$ cat config.mk
export PLATFORM = sky130hd
export DESIGN_NAME = fetch_stage_ctrl
export DESIGN_NICKNAME = d
export VERILOG_FILES = /design/src/rtl/fetch_stage_ctrl.sv
export SDC_FILE = /design/constraint.sdc
export NUM_CORES = 1
export LEC_CHECK = 0
export ABC_AREA = 1
export CAP_MARGIN = 20
export CORE_MARGIN = 3
export CORE_UTILIZATION = 53
export CTS_CLUSTER_SIZE = 8
export DETAILED_ROUTE_END_ITERATION = 16
export GPL_TIMING_DRIVEN = 0
export PLACE_DENSITY_LB_ADDON = 0.1
export SLEW_MARGIN = 10
export SYNTH_ARGS = -nofsm -noshare
export SYNTH_HDL_FRONTEND = slang
export SYNTH_SLANG_ARGS = --single-unit
$ cat constraint.sdc
create_clock -name clk -period 3.2 [get_ports clk]
set_input_delay 0.64 -clock clk [delete_from_list [all_inputs] [get_ports clk]]
set_output_delay 0.64 -clock clk [all_outputs]
set_load 0.05 [all_outputs]
$ cat src/rtl/fetch_stage_ctrl.sv
// fetch_stage_ctrl: PC and IF/ID register owner; in: clk rst stall_f stall_d flush_d pc_src_e pc_target_e instr_f; out: pc_f instr_d pc_d pc_plus4_d valid_d fault fault_pc fetch_count bubble_count
module fetch_stage_ctrl #(
  parameter int WIDTH = 32,
  parameter int A_WIDTH = 12,
  parameter logic [WIDTH-1:0] RESET_PC = 32'h0000_0000,
  parameter logic [WIDTH-1:0] NOP_INSTR = 32'h0000_0013
) (
  input  logic             clk,
  input  logic             rst,
  input  logic             stall_f,
  input  logic             stall_d,
  input  logic             flush_d,
  input  logic             pc_src_e,
  input  logic [WIDTH-1:0] pc_target_e,
  input  logic [WIDTH-1:0] instr_f,
  output logic [WIDTH-1:0] pc_f,
  output logic [WIDTH-1:0] instr_d,
  output logic [WIDTH-1:0] pc_d,
  output logic [WIDTH-1:0] pc_plus4_d,
  output logic             valid_d,
  output logic             fault,
  output logic [WIDTH-1:0] fault_pc,
  output logic [31:0]      fetch_count,
  output logic [31:0]      bubble_count
);
  localparam logic [WIDTH-1:0] ROM_LAST = WIDTH'((64'd1 << A_WIDTH) - 64'd4);
  logic [WIDTH-1:0] pc_plus4_f;
  logic bad_f, kill, bubble, capture, set_fault;
  always_comb begin
    pc_plus4_f = pc_f + WIDTH'(4);
    bad_f = (pc_f[1:0] != 2'b00) || (pc_f > ROM_LAST);
    kill = flush_d || pc_src_e;
    bubble = kill || (!stall_d && bad_f);
    capture = !bubble && !stall_d;
    set_fault = !kill && !stall_d && bad_f && !fault;
  end
  always_ff @(posedge clk) begin
    if (rst) begin
      pc_f <= RESET_PC;
      instr_d <= NOP_INSTR;
      pc_d <= '0;
      pc_plus4_d <= '0;
      valid_d <= 1'b0;
      fault <= 1'b0;
      fault_pc <= '0;
      fetch_count <= '0;
      bubble_count <= '0;
    end else begin
      pc_f <= pc_src_e ? pc_target_e : stall_f ? pc_f : pc_plus4_f;
      if (bubble) begin
        instr_d <= NOP_INSTR;
        pc_d <= '0;
        pc_plus4_d <= '0;
        valid_d <= 1'b0;
        bubble_count <= bubble_count + 32'd1;
      end else if (capture) begin
        instr_d <= instr_f;
        pc_d <= pc_f;
        pc_plus4_d <= pc_plus4_f;
        valid_d <= 1'b1;
        fetch_count <= fetch_count + 32'd1;
      end
      if (set_fault) begin
        fault <= 1'b1;
        fault_pc <= pc_f;
      end
    end
  end
endmodule

==> summary.txt <==
Outcome
  – Status: finished, final reports clean

Synth
  – Post-synthesis compound-gate area fraction: 7.72%
  – Post-Synth Simple-Gate Area: 39.4%
  – EDFF count, synth: 0
  – #FFs+latches synth: 224
  – Largest cells by area after synthesis: dfxtp_1, nand2_1, nor2_1
  – Synth cell types: 29
  – Syn_nets: 1786
  – Ys Warns: 0
  – Post-synth ARST share: 0%
  – Synth Cell Area: 0.0109 mm²
  – Syn_area_per_cell: 6.38 µm²
  – Seq/Total Area, Yosys: 41.0%
  – Main synth FF type: dfxtp_1
  – Main combinational cell family by area after synthesis: simple AND/OR/NAND/NOR gates
  – Synth Area in XOR/XNOR: 3.13%
  – Adder-cell area share of the yosys netlist: 0.343%
  – Synth top area share: 41.0%
  – Synthesized instance count: 1713
  – Most frequent cell after synthesis: nand2_1
  – Post-synthesis mux area share: 0%
  – Synth area leader: dfxtp_1
  – Post-synth top cells: nand2_1, nor2_1, dfxtp_1

Critical path
  – Buf+Inv Stages, Crit Path: 1
  – Worst r2r src: pc_f[2]
  – CP required: 2.56 ns
  – CP arrival: 2.02 ns
  – CP Max Fanout: 8
  – Critical path launch point type: register
  – Critical path class: reg -> out
  – Cell family with most CP delay: buffers and inverters
  – Critical path's slowest cell: clkdlybuf4s50_1
  – Crit path cell chain: clkdlybuf4s50_1
  – Critical path startpoint: pc_f[2]
  – CP peak stage delay: 0.89 ns
  – CP endpoint kind: primary output

Finish
  – Fill count: 1618
  – Register area: 0.00448 mm²
  – Final Core Density: 75.6%
  – Final instance area: 0.0150 mm²
  – Share of cells above drive strength 1: 5.45%
  – Post-Layout Cell Count: 2304
  – Area of the multi-input gates: 0.00553 mm²
  – Synth-to-layout area growth: 37.2%
  – Final net count: 2112

Place
  – Port Buffer Count: 293
  – Gpl congestion: 0.955
  – Post-Place Cells: 2271
  – Hpwl dp: 29.1 mm
  – Cell Area, Placed: 0.0142 mm²

Route
  – Via count of the routed design: 12.2k
  – Post-route ant nets: 0
  – DR vias/cell: 5.31
  – Iter 0 DRT Violations: 874
  – DRC errors left: 0
  – WL/cell: 16.9 µm
  – Total wire length: 38.9 mm
  – Pre-Repair DR Iteration Count: 5

Global route
  – Antenna violations before repair: 1
  – Global-route wire length before repair: 61.1 mm
  – Vias in the first global route: 11.8k
  – Largest net degree at the start of global routing: 17
  – Total GRT Usage: 33.9%
  – Total congestion overflow: 0

Clocking
  – CTS tree: yes
  – Clock buffer depth: 3
  – Cts bufs inserted: 31
  – Postcts setup bufs: 0
  – CTS Sinks: 224
  – Root Driver: clkbuf_16
  – Clock-pin slew of the registers on the worst-case setup and hold paths: 0.05 ns
  – Cts repair resizes: 0
  – H-Tree Depth: 1
  – Cts-stage hold buffer count: 0
  – Worst skew pair latency: 0.56 ns

Power and ir drop
  – VDD IR-drop max: 0.520 mV
  – Leak: 5.55 nW
  – PD cells: 436 mW/mm²

STA
  – Final hold viol count: 0
  – Tcrit/Tclk final: 83.2%
  – Final setup fails: 0
  – Fin crit period: 2.66 ns
  – RSZ-0062 raised after global routing: no
  – TNS Setup: 0 ns
  – Worst Tran Pin Value: 0.695 ns
  – Clock skew: 0.0107 ns
  – Slew Limit Fails: 0
  – Highest clock rate: 376 MHz
  – Max-Slew Margin vs Limit: 53.5%

Die
  – DIE AREA: 0.0224 mm²
  – Die Width: 150 µm
  – Num rows: 51
  – Die H: 150 µm
  – I/O pin total: 296
  – Core ar.: 0.0198 mm²
  – Starting Density: 55.1%

Hold path
  – Worst Hold Class: reg -> reg
  – Min-delay src: pc_plus4_d[19]

Flow run
  – # Max-Cap Violations: 0
## cells by family after synthesis
| family | Yosys count |
|---|---|
| simple gates | 1065 |
| flops | 224 |
| buf+inv | 217 |
| compound gates | 165 |
| xor+xnor | 39 |
| fa+ha+maj | 3 |
## cell usage in the layout (no fill, tap or decap), drive strengths merged
master and n:
nand4 9, nand3b 35, o211ai 1, inv 139, a21oi 126, clkbuf 69, clkdlybuf4s50 293, dfxtp 224
a31oi 7, a22oi 1, nor2 276, o2111ai 1, diode 1, nand2 652, nor3 7, o21ai 29
ha 3, xnor2 7, buf 41, nand3 86, xor2 32
## final timing paths
path	to	slack, ns	cells after the start
worst max-delay path	pc_f[2]	0.54	1
worst min-delay path	pc_plus4_d[19]	0.43	2
worst min register to register	pc_plus4_d[19]	0.43	2
worst max register to register	pc_f[18]	0.91	8
## metal layers
metal	wire length (µm)	vias up	GRT usage, %	share of wire [%]
li1	-	5968	-	-
met1	15100	5587	42.2	39
met2	18800	581	58.1	48
met3	3620	99	7.51	9.3
met4	1440	0	11.5	3.7
met5	0	-	0	0
## power breakdown
part | internal [mW] | switching, mW
Clock | 1.69 | 1.17
Combinational | 0.258 | 0.491
Sequential | 2.85 | 0.0696
## cell type report
class                   count  area share (%)
clock inverters             1           0.134
flip-flops and latches    224            29.9
inverters                 138            3.45
diodes                      1          0.0167
plain buffers              79            2.69
multi-input cells        1272            36.9
repair buffers            293            19.6
well taps                 265            2.21
clock buffers              31            5.17
## flip-flops by register name, summed over array words and instances, names as in the netlist
register      count
bubble_count     32
fault             1
fault_pc         32
fetch_count      32
instr_d          32
pc_d             32
pc_f             32
pc_plus4_d       30
valid_d           1
## stage by stage
stage                     setup slack, ns  hold WS, ns  total power [mW]
after floorplan                      1.15        0.516              3.40
after global placement              0.717        0.424              3.69
after detailed placement            0.648        0.425              3.70
after CTS                           0.549        0.434              6.52
after global routing                0.508        0.446              6.70
final                               0.539        0.435              6.53
No activity file was read; power rests on OpenSTA's default activity.
